### src/rtl/pr_allocator_pkg.sv
// Shared constants, types and helpers for the physical-register allocator.
// NUM_ARCH_REGS fixes how many low PRs hold the initial architectural mappings.
// pr_idx_t is the PR index type for the default 64-register build.
package pr_allocator_pkg;

  localparam int NUM_ARCH_REGS    = 32;
  localparam int DEF_NUM_PHY_REGS = 64;
  localparam int DEF_PRW          = $clog2(DEF_NUM_PHY_REGS);

  typedef logic [DEF_PRW-1:0] pr_idx_t;

  // Circular index advance. Valid whenever off < depth, so a single
  // conditional subtract replaces a modulo for non-power-of-two depths.
  function automatic int wrap_add(input int base, input int off, input int depth);
    int s;
    s = base + off;
    if (s >= depth) s = s - depth;
    return s;
  endfunction

endpackage

### src/rtl/pr_allocator_free_fifo.sv
// Circular free-PR store: up to NUM_POP pops and one push per cycle.
// Latency: reads are combinational from head; push/pop take effect at the clock edge.
// Backpressure: none; the caller never pops more than count and never overfills.
//
// Ports: clk, rst_n (async active-low); pop_cnt (entries consumed this cycle);
//   push_vld/push_dat (one PR returned this cycle); rd_dat[k] = entry head+k;
//   count (registered occupancy). Reset loads NUM_ARCH_REGS..NUM_ARCH_REGS+DEPTH-1.
module pr_free_fifo
  import pr_allocator_pkg::*;
#(
  parameter int DEPTH   = 32,
  parameter int W       = 6,
  parameter int NUM_POP = 2,
  parameter int CW      = 7,
  localparam int IW     = (DEPTH > 1) ? $clog2(DEPTH) : 1,
  localparam int GW     = $clog2(NUM_POP + 1)
) (
  input  logic          clk,
  input  logic          rst_n,
  input  logic [GW-1:0] pop_cnt,
  input  logic          push_vld,
  input  logic [W-1:0]  push_dat,
  output logic [W-1:0]  rd_dat [NUM_POP],
  output logic [CW-1:0] count
);

  logic [W-1:0]  mem [DEPTH];
  logic [IW-1:0] head;
  logic [IW-1:0] tail;
  logic [CW:0]   count_nxt;

  always_comb begin
    for (int k = 0; k < NUM_POP; k++) begin
      rd_dat[k] = mem[IW'(wrap_add(int'(head), k, DEPTH))];
    end
  end

  // One spare bit so an overfill is visible rather than wrapping.
  assign count_nxt = (CW+1)'(count) - (CW+1)'(pop_cnt) + (CW+1)'(push_vld);

  always_ff @(posedge clk or negedge rst_n) begin
    if (!rst_n) begin
      for (int i = 0; i < DEPTH; i++) begin
        mem[i] <= W'(NUM_ARCH_REGS + i);
      end
      head  <= '0;
      tail  <= '0;
      count <= CW'(DEPTH);
    end else begin
      head <= IW'(wrap_add(int'(head), int'(pop_cnt), DEPTH));
      if (push_vld) begin
        mem[tail] <= push_dat;
        tail      <= IW'(wrap_add(int'(tail), 1, DEPTH));
      end
      count <= count_nxt[CW-1:0];
    end
  end

  // Only a PR returned twice can push the store past its depth.
  a_no_overfill: assert property (@(posedge clk) disable iff (!rst_n)
    count_nxt <= (CW+1)'(DEPTH))
    else $fatal(1, "pr_free_fifo overfill");

endmodule

### src/rtl/pr_allocator.sv
// Physical-register free-list manager: grants free PRs to SIC rename ports, recycles idle reclaimed PRs.
// Latency: grant is combinational; reclaim -> pending at edge N, drain at N+1, grantable in cycle N+2.
// Backpressure: a request is simply not granted when free entries run out; reclaims are never stalled.
//
// Ports: clk, rst_n (async active-low); alloc_req/alloc_gnt/alloc_pr per SIC, mirrored on
//   rf_alloc_wen/rf_alloc_pr; reclaim_valid/reclaim_pr per SIC; pr_not_idle blocks recycling;
//   free_count/free_empty (registered); err_double_free (one-cycle pulse).
// Build option PRA_DOUBLE_FREE_CHECK_EN: tracks PRs sitting in the free store and drops reclaims
//   of PRs already free or pending, pulsing err_double_free. Without it err_double_free is 0.
module pr_allocator
  import pr_allocator_pkg::*;
#(
  parameter int NUM_PHY_REGS = 64,
  parameter int NUM_SICS     = 2,
  localparam int PRW         = $clog2(NUM_PHY_REGS),
  localparam int D           = NUM_PHY_REGS - NUM_ARCH_REGS,
  localparam int GW          = $clog2(NUM_SICS + 1)
) (
  input  logic                    clk,
  input  logic                    rst_n,
  input  logic [NUM_SICS-1:0]     alloc_req,
  output logic [NUM_SICS-1:0]     alloc_gnt,
  output logic [PRW-1:0]          alloc_pr [NUM_SICS],
  output logic [NUM_SICS-1:0]     rf_alloc_wen,
  output logic [PRW-1:0]          rf_alloc_pr [NUM_SICS],
  input  logic [NUM_SICS-1:0]     reclaim_valid,
  input  logic [PRW-1:0]          reclaim_pr [NUM_SICS],
  input  logic [NUM_PHY_REGS-1:0] pr_not_idle,
  output logic [PRW:0]            free_count,
  output logic                    free_empty,
  output logic                    err_double_free
);

  logic [PRW-1:0]          fifo_rd [NUM_SICS];
  logic [GW-1:0]           pop_cnt;
  logic [NUM_PHY_REGS-1:0] pend;
  logic [NUM_PHY_REGS-1:0] set_mask;
  logic [NUM_PHY_REGS-1:0] drain_mask;
  logic                    drain_vld;
  logic [PRW-1:0]          drain_pr;
  logic [NUM_SICS-1:0]     rec_hi;

  pr_free_fifo #(
    .DEPTH   (D),
    .W       (PRW),
    .NUM_POP (NUM_SICS),
    .CW      (PRW + 1)
  ) u_free_fifo (
    .clk      (clk),
    .rst_n    (rst_n),
    .pop_cnt  (pop_cnt),
    .push_vld (drain_vld),
    .push_dat (drain_pr),
    .rd_dat   (fifo_rd),
    .count    (free_count)
  );

  assign free_empty = (free_count == '0);

  // Grant chain: lower SIC index first. Gated by rst_n so grants vanish the
  // moment reset asserts, even though the store itself resets to full.
  always_comb begin
    pop_cnt   = '0;
    alloc_gnt = '0;
    for (int s = 0; s < NUM_SICS; s++) begin
      alloc_pr[s] = '0;
      if (rst_n && alloc_req[s] && ((PRW+1)'(pop_cnt) < free_count)) begin
        alloc_gnt[s] = 1'b1;
        for (int k = 0; k < NUM_SICS; k++) begin
          if (GW'(k) == pop_cnt) alloc_pr[s] = fifo_rd[k];
        end
        pop_cnt = pop_cnt + 1'b1;
      end
    end
  end

  always_comb begin
    rf_alloc_wen = alloc_gnt;
    for (int s = 0; s < NUM_SICS; s++) rf_alloc_pr[s] = alloc_pr[s];
  end

  // Lowest-index idle pending PR is returned. Low architectural bits of pend
  // are never set, so scanning the whole vector picks the same PR.
  always_comb begin
    drain_vld  = 1'b0;
    drain_pr   = '0;
    drain_mask = '0;
    for (int p = NUM_PHY_REGS - 1; p >= 0; p--) begin
      if (pend[p] && !pr_not_idle[p]) begin
        drain_vld = 1'b1;
        drain_pr  = PRW'(p);
      end
    end
    if (drain_vld) drain_mask[drain_pr] = 1'b1;
  end

`ifdef PRA_DOUBLE_FREE_CHECK_EN
  logic [NUM_PHY_REGS-1:0] infl;
  logic [NUM_PHY_REGS-1:0] grant_mask;
  logic                    dbl_free;
`endif

  always_comb begin
    set_mask = '0;
    rec_hi   = '0;
`ifdef PRA_DOUBLE_FREE_CHECK_EN
    dbl_free = 1'b0;
`endif
    for (int s = 0; s < NUM_SICS; s++) begin
      rec_hi[s] = (reclaim_pr[s] >= PRW'(NUM_ARCH_REGS));
      if (reclaim_valid[s] && rec_hi[s]) begin
`ifdef PRA_DOUBLE_FREE_CHECK_EN
        if (infl[reclaim_pr[s]] || pend[reclaim_pr[s]]) dbl_free = 1'b1;
        else set_mask[reclaim_pr[s]] = 1'b1;
`else
        set_mask[reclaim_pr[s]] = 1'b1;
`endif
      end
    end
  end

  // A reclaim landing on the PR being drained this cycle keeps it pending.
  always_ff @(posedge clk or negedge rst_n) begin
    if (!rst_n) pend <= '0;
    else        pend <= (pend & ~drain_mask) | set_mask;
  end

`ifdef PRA_DOUBLE_FREE_CHECK_EN
  always_comb begin
    grant_mask = '0;
    for (int s = 0; s < NUM_SICS; s++) begin
      if (alloc_gnt[s]) grant_mask[alloc_pr[s]] = 1'b1;
    end
  end

  always_ff @(posedge clk or negedge rst_n) begin
    if (!rst_n) begin
      infl            <= {{D{1'b1}}, {NUM_ARCH_REGS{1'b0}}};
      err_double_free <= 1'b0;
    end else begin
      infl            <= (infl & ~grant_mask) | drain_mask;
      err_double_free <= dbl_free;
    end
  end
`else
  assign err_double_free = 1'b0;
`endif

  a_reclaim_range: assert property (@(posedge clk) disable iff (!rst_n)
    (reclaim_valid & ~rec_hi) == '0)
    else $fatal(1, "pr_allocator reclaim of architectural PR");

endmodule

### config.mk
export PLATFORM = sky130hd
export DESIGN_NAME = pr_allocator
export DESIGN_NICKNAME = d
export VERILOG_FILES = /design/src/rtl/pr_allocator_pkg.sv /design/src/rtl/pr_allocator_free_fifo.sv /design/src/rtl/pr_allocator.sv
export SDC_FILE = /design/constraint.sdc
export NUM_CORES = 1
export LEC_CHECK = 0
export BUFFER_PORTS_ARGS = -buffer_cell sky130_fd_sc_hd__buf_2
export CAP_MARGIN = 20
export CORE_AREA = 4 4 176 178
export DETAILED_ROUTE_END_ITERATION = 7
export DIE_AREA = 0 0 180 182
export GPL_ROUTABILITY_DRIVEN = 0
export PLACE_DENSITY = 0.83
export SLEW_MARGIN = 20
export SYNTH_ARGS = -nofsm -noshare
export SYNTH_HDL_FRONTEND = slang
export SYNTH_SLANG_ARGS = --single-unit
### constraint.sdc
create_clock -name clk -period 4.9 [get_ports clk]
set_input_delay 0.735 -clock clk [delete_from_list [all_inputs] [get_ports clk]]
set_output_delay 0.735 -clock clk [all_outputs]
set_load 0.005 [all_outputs]
# [Word-level counts from Yosys, hierarchy flattened]
# Cells that the tools add are included.
[classes] add_sub_neg=10 mul=0 div_mod_pow=0 n_lt_le_gt_ge=18 n_eq_ne=1 n_shift=0 n_mux=158 bitwise_logic=7 reduce_logical=140
[ops] op="two-way mux 6 bit" count=73
[ops] op="bitwise mux 192 bit" count=1
[ops] op="two-way mux 64 bit" count=3
[ops] op="bitwise OR 64 bit" count=2
[ops] op="logical AND 1 bit" count=74
[ops] op="two-way mux 1 bit" count=70
[ops] op="bitwise AND 64 bit" count=1
[ops] op="zero test 1 bit" count=64
[ops] op="inverter 64 bit" count=1
[ops] op="binary-select mux 6 bit (select 5 bit)" count=2
[ops] op="greater-or-equal comparator 6 bit, second input constant" count=6
[ops] op="demux 6 bit (select 5 bit)" count=1
[ops] op="less-than comparator 6 x 7 -> 1 bit, second input constant" count=3
[ops] op="two-way mux 5 bit" count=4
[ops] op="subtractor 5 x 1 -> 5 bit, second input constant" count=4
[ops] op="demux 1 bit (select 6 bit)" count=3
[ops] op="greater-or-equal comparator 5 x 6 -> 1 bit, second input constant" count=3
[ops] op="greater-or-equal comparator 6 x 1 -> 1 bit, second input constant" count=3
[ops] op="adder 5 x 1 -> 6 bit, second input constant" count=2
[ops] op="inverter 5 bit" count=2
[ops] op="adder 7 x 1 -> 7 bit" count=1
[ops] op="zero test 7 bit" count=1
[ops] op="less-than comparator 1 x 7 -> 1 bit, first input constant" count=1
[ops] op="less-than comparator 2 x 7 -> 1 bit" count=1
[ops] op="other kinds (8)" count=8
[totals] reg_bits=273 latch_bits=0 ramBits=0 romBits=0 in_bits=82 out_inout_bits=37 word_cells=370 memories=0

# [Logic depth before layout (Yosys ltp)]
[depth] depth_word=74 depth_mapped=17 mapped_depth_nobuf=16

# [Hierarchy]
# A second synthesis with hierarchy kept.
[hier_totals] cells_unflattened=1367 area_unflattened_um2=16306.9
[modules_own_cells] mod="pr_free_fifo" instances=1 cells_per_inst=850 area_each_um2=11696.2 seq_area_each_um2=5371.4
[modules_own_cells] mod="pr_allocator" instances=1 cells_per_inst=517 area_each_um2=4610.7 seq_area_each_um2=1601.5

# [Least setup slack after synthesis]
# No wires, ideal clock.
[synth_timing] path_kind="register to output" start="register u_free_fifo.head[0]" end="output port rf_alloc_pr[2] (netlist name)" t_arrival_ns=3.149 required_time_ns=4.165 slack_ns=1.016 stages_incl_launch_ff=9 path_buffers=3 path_cell_list="dfrtp_1 > ha_1 > buf_1 > buf_1 > mux4_2 > mux4_2 > mux2i_1 > a211oi_1 > buf_4"
[synth_lines] element="start: declaration" line_no="pr_allocator_free_fifo.sv:28" text="logic [IW-1:0] head;"
[synth_lines] element="start signal: assignment" line_no="pr_allocator_free_fifo.sv:50" text="head <= IW'(wrap_add(int'(head), int'(pop_cnt), DEPTH));"
[synth_lines] element="end: declaration" line_no="pr_allocator.sv:25" text="output logic [PRW-1:0] rf_alloc_pr [NUM_SICS],"

==> metrics.cfg <==
[power]
p_int_mw = 8.45
power_leakage_nw = 7.34
seqPwrFrac_pct = 29.9
combinationalPowerShare_pct = 54.7
vdd.ir_drop.worst_v = 0.000514
p_per_area_nw_per_um2 = 801
pwr-share-clk_pct = 15.3
p_sw_share_pct = 41.4
switching_power_mw = 5.98

[route]
drc = 0
ant_nets = 0
wl_um = 42900
drt-vias-per-instance = 6.72
drt-initial-drc-count = 1380
dr.pass1.iters = 6
dr_wl_met3_um = 3430
met1Wirelength_um = 17300
vias = 11933
route.met2.wl_um = 20700
routed.top_layer = met4
wl_per_cell_um = 24.1

[yosys]
syn-instance-count = 1279
synth_edf_count = 0
yosysUniqueCellTypes = 68
syn_nets = 1383
synth_flop_cell = dfrtp_1
async_flop_share_pct = 100
synth.avg_cell_area_um2 = 12.6
synth_area_leaders = dfrtp_1 (25%), dfstp_2 (18%), mux4_2 (17%), mux2_2 (13%), nand2b_1 (2.1%)
synth_top_area_cell = dfrtp_1
synth_seq_cells = 273
ys_warn_count = 0
ys_seq_area_share_pct = 43.4
synth_top_area_share_pct = 24.9
syn_area_um2 = 16100

[timing]
rsz0062_at_grt = no
clock-skew-final_ns = 0.0300
fin_crit_ns = 4.58
clock.fmax_mhz = 219
fin_crit_sh_pct = 93.4
finalMaxSlewViolations = 0
fin_ws_ns = 0.324
worstMarginPinSlew_ns = 1.17
fin_tns_setup_ns = 0
relSlewSlack_pct = 21.9
hold_viol = 0
setup_viol = 0

[clocking]
htree_levels = 1
clk-insertion-delay-late_ns = 0.57
cts_sinks = 273
cts_buffers = 30
root_buffer = clkbuf_16
clk_pin_slew_worst_paths_ns = 0.06
clock_path_buffers = 3
cts_tree = done
post_cts_resized = 0

[flow_run]
drv_cap = 0

[global_route]
grt_use_total_pct = 26.1
grt_max_degree = 99
grt-ovfl-total = 0
grt_pass1_vias = 12317
antenna_found_initial = 0
grt_pass1_wl_um = 68800

[placement]
port_buffers = 117
postPlaceCellArea_um2 = 17000
hpwl_um = 29600
pre_cts_ws_ns = 0.468
dp_cells = 1721

[setup_path]
worst_setup_path_end_kind = output pin
cp.arrival_ns = 3.84
required_ns = 4.16
crit_fanout = 37
critPathLaunchType = flop
worstSetupPathType = flop to output pin

[floorplan]
die_h_um = 182
die_w_um = 180
core_region_area_um2 = 29400
die_area_um2 = 32800
row_count = 63
start_util_pct = 54.7
ios = 119

[final_layout]
drive_gt1_share_pct = 46.4
instances_no_fill = 1776
final_nets = 1468
finish.instance_area_um2 = 18000
antennaDiodeCount = 0
areaGrowthSynthToFinish_pct = 12.0

[status]
outcome = complete, no violations

[hold_path]
worstHoldPathType = primary input to flop

-- logic make-up after synthesis --
logic type	Yosys count	synth area share, %
AND/OR/NAND/NOR	349	11.8
multiplexers	324	31.0
flip-flops	273	43.4
AO/OA/AOI/OAI	181	8.14
buffers and inverters	115	3.07
adder cells (fa/ha/maj)	22	1.81
XOR/XNOR	14	0.763
other	1	0.0233
-- Yosys cell counts (5+ instances only) --
| library cell | number |
|---|---|
| a31oi_1 | 31 |
| nand3b_1 | 5 |
| nor2b_1 | 36 |
| buf_4 | 15 |
| and4_1 | 8 |
| buf_2 | 5 |
| a211oi_1 | 11 |
| o41a_1 | 24 |
| nor2_1 | 88 |
| nand4_1 | 15 |
| o21ai_0 | 17 |
| inv_1 | 26 |
| nand2_1 | 42 |
| xor2_1 | 7 |
| nand3_1 | 20 |
| mux2_1 | 7 |
| mux2_2 | 191 |
| ha_1 | 20 |
| and2_1 | 13 |
| buf_1 | 14 |
| mux2i_1 | 6 |
| nand2b_1 | 55 |
| clkbuf_1 | 55 |
| a21oi_1 | 27 |
| or3_1 | 5 |
| nor4_1 | 13 |
| xnor2_1 | 7 |
| mux4_2 | 120 |
| nor3_1 | 19 |
| or2_2 | 8 |
| a21boi_0 | 5 |
| dfstp_2 | 113 |
| o22ai_1 | 28 |
| dfrtp_1 | 160 |
| nor4b_1 | 5 |
| o211ai_1 | 6 |
-- routing by layer --
layer | up-vias | global-route usage (%)
met5 | - | 0
met4 | 0 | 9.23
met3 | 128 | 5.17
met2 | 649 | 42.1
met1 | 6095 | 35.7
li1 | 5061 | -
-- worst max-delay path, cell delays in order, from the launching register on --
cell	delay, ns
dfrtp_2	0.67
buf_4	0.58
nand3_1	0.17
xor2_1	0.69
buf_4	0.30
mux4_2	0.35
mux2i_1	0.24
a211oi_1	0.13
buf_2	0.16
-- power by group through the flow --
stage / registers (mW) / logic, mW / clock network, mW
after global placement: 4.18 / 7.47 / 0
after global routing: 4.43 / 8.39 / 2.34
final: 4.32 / 7.90 / 2.21
after CTS: 4.28 / 7.78 / 2.24
after detailed placement: 4.30 / 7.69 / 0
after floorplan: 3.95 / 5.65 / 0
-- final timing paths --
check,to,slack (ns),startpoint,cells after the start
setup / recovery,alloc_pr[0],0.32,u_free_fifo.head[1],8
hold / removal,pend[0],0.42,pr_not_idle[0],2
setup reg to reg,u_free_fifo.count[6],0.78,pend[5],12
hold reg to reg,pend[18],0.50,pend[18],2
max in group asynchronous,u_free_fifo.mem[115],1.86,rst_n,5
min in group asynchronous,pend[8],0.53,rst_n,2
-- flip-flops by register name, summed over array words and instances (netlist names) --
register and cells:
pend 64, u_free_fifo.count 7, u_free_fifo.head 5, u_free_fifo.mem 192
u_free_fifo.tail 5
-- metrics by stage --
step | total power [mW] | util [%] | hold WS (ns)
3_5_place_dp | 12.0 | 57.9 | 0.486
5_1_grt | 15.2 | 61.3 | 0.401
3_3_place_gp | 11.7 | 57.9 | 0.474
2_1_floorplan | 9.61 | - | 0.439
6_report | 14.4 | 61.3 | 0.418
4_1_cts | 14.3 | 61.3 | 0.400
-- cell usage in the layout, fill, tap and decap left out, drive strengths merged, types with 8 or more instances in the layout --
| cell type | Yosys | final |
|---|---|---|
| a211oi | 11 | 11 |
| a21oi | 27 | 27 |
| a31oi | 31 | 31 |
| and2 | 13 | 13 |
| and4 | 8 | 8 |
| buf | 34 | 141 |
| clkbuf | 55 | 45 |
| dfrtp | 160 | 160 |
| dfstp | 113 | 113 |
| ha | 20 | 20 |
| inv | 26 | 26 |
| mux2 | 198 | 198 |
| mux4 | 120 | 120 |
| nand2 | 42 | 42 |
| nand2b | 55 | 55 |
| nand3 | 20 | 20 |
| nand4 | 15 | 15 |
| nor2 | 88 | 88 |
| nor2b | 38 | 38 |
| nor3 | 19 | 19 |
| nor4 | 13 | 13 |
| o21ai | 18 | 18 |
| o22ai | 28 | 28 |
| o41a | 25 | 25 |
| or2 | 8 | 8 |
-- cell type report --
cell class                 instances  area, um2
clock inverter                     9       87.6
timing repair buffer             142        802
clock buffer                      45        877
multi-input combinational        891       8680
inverter                          26       97.6
fill                            2196      11400
tap                              390        488
sequential                       273       6980
-- repair_timing --
action                    CTS  global route
hold endpoints to repair    1             0
setup buffers               0             0
hold buffers                1             0
No activity file was read; power rests on OpenSTA's default activity.
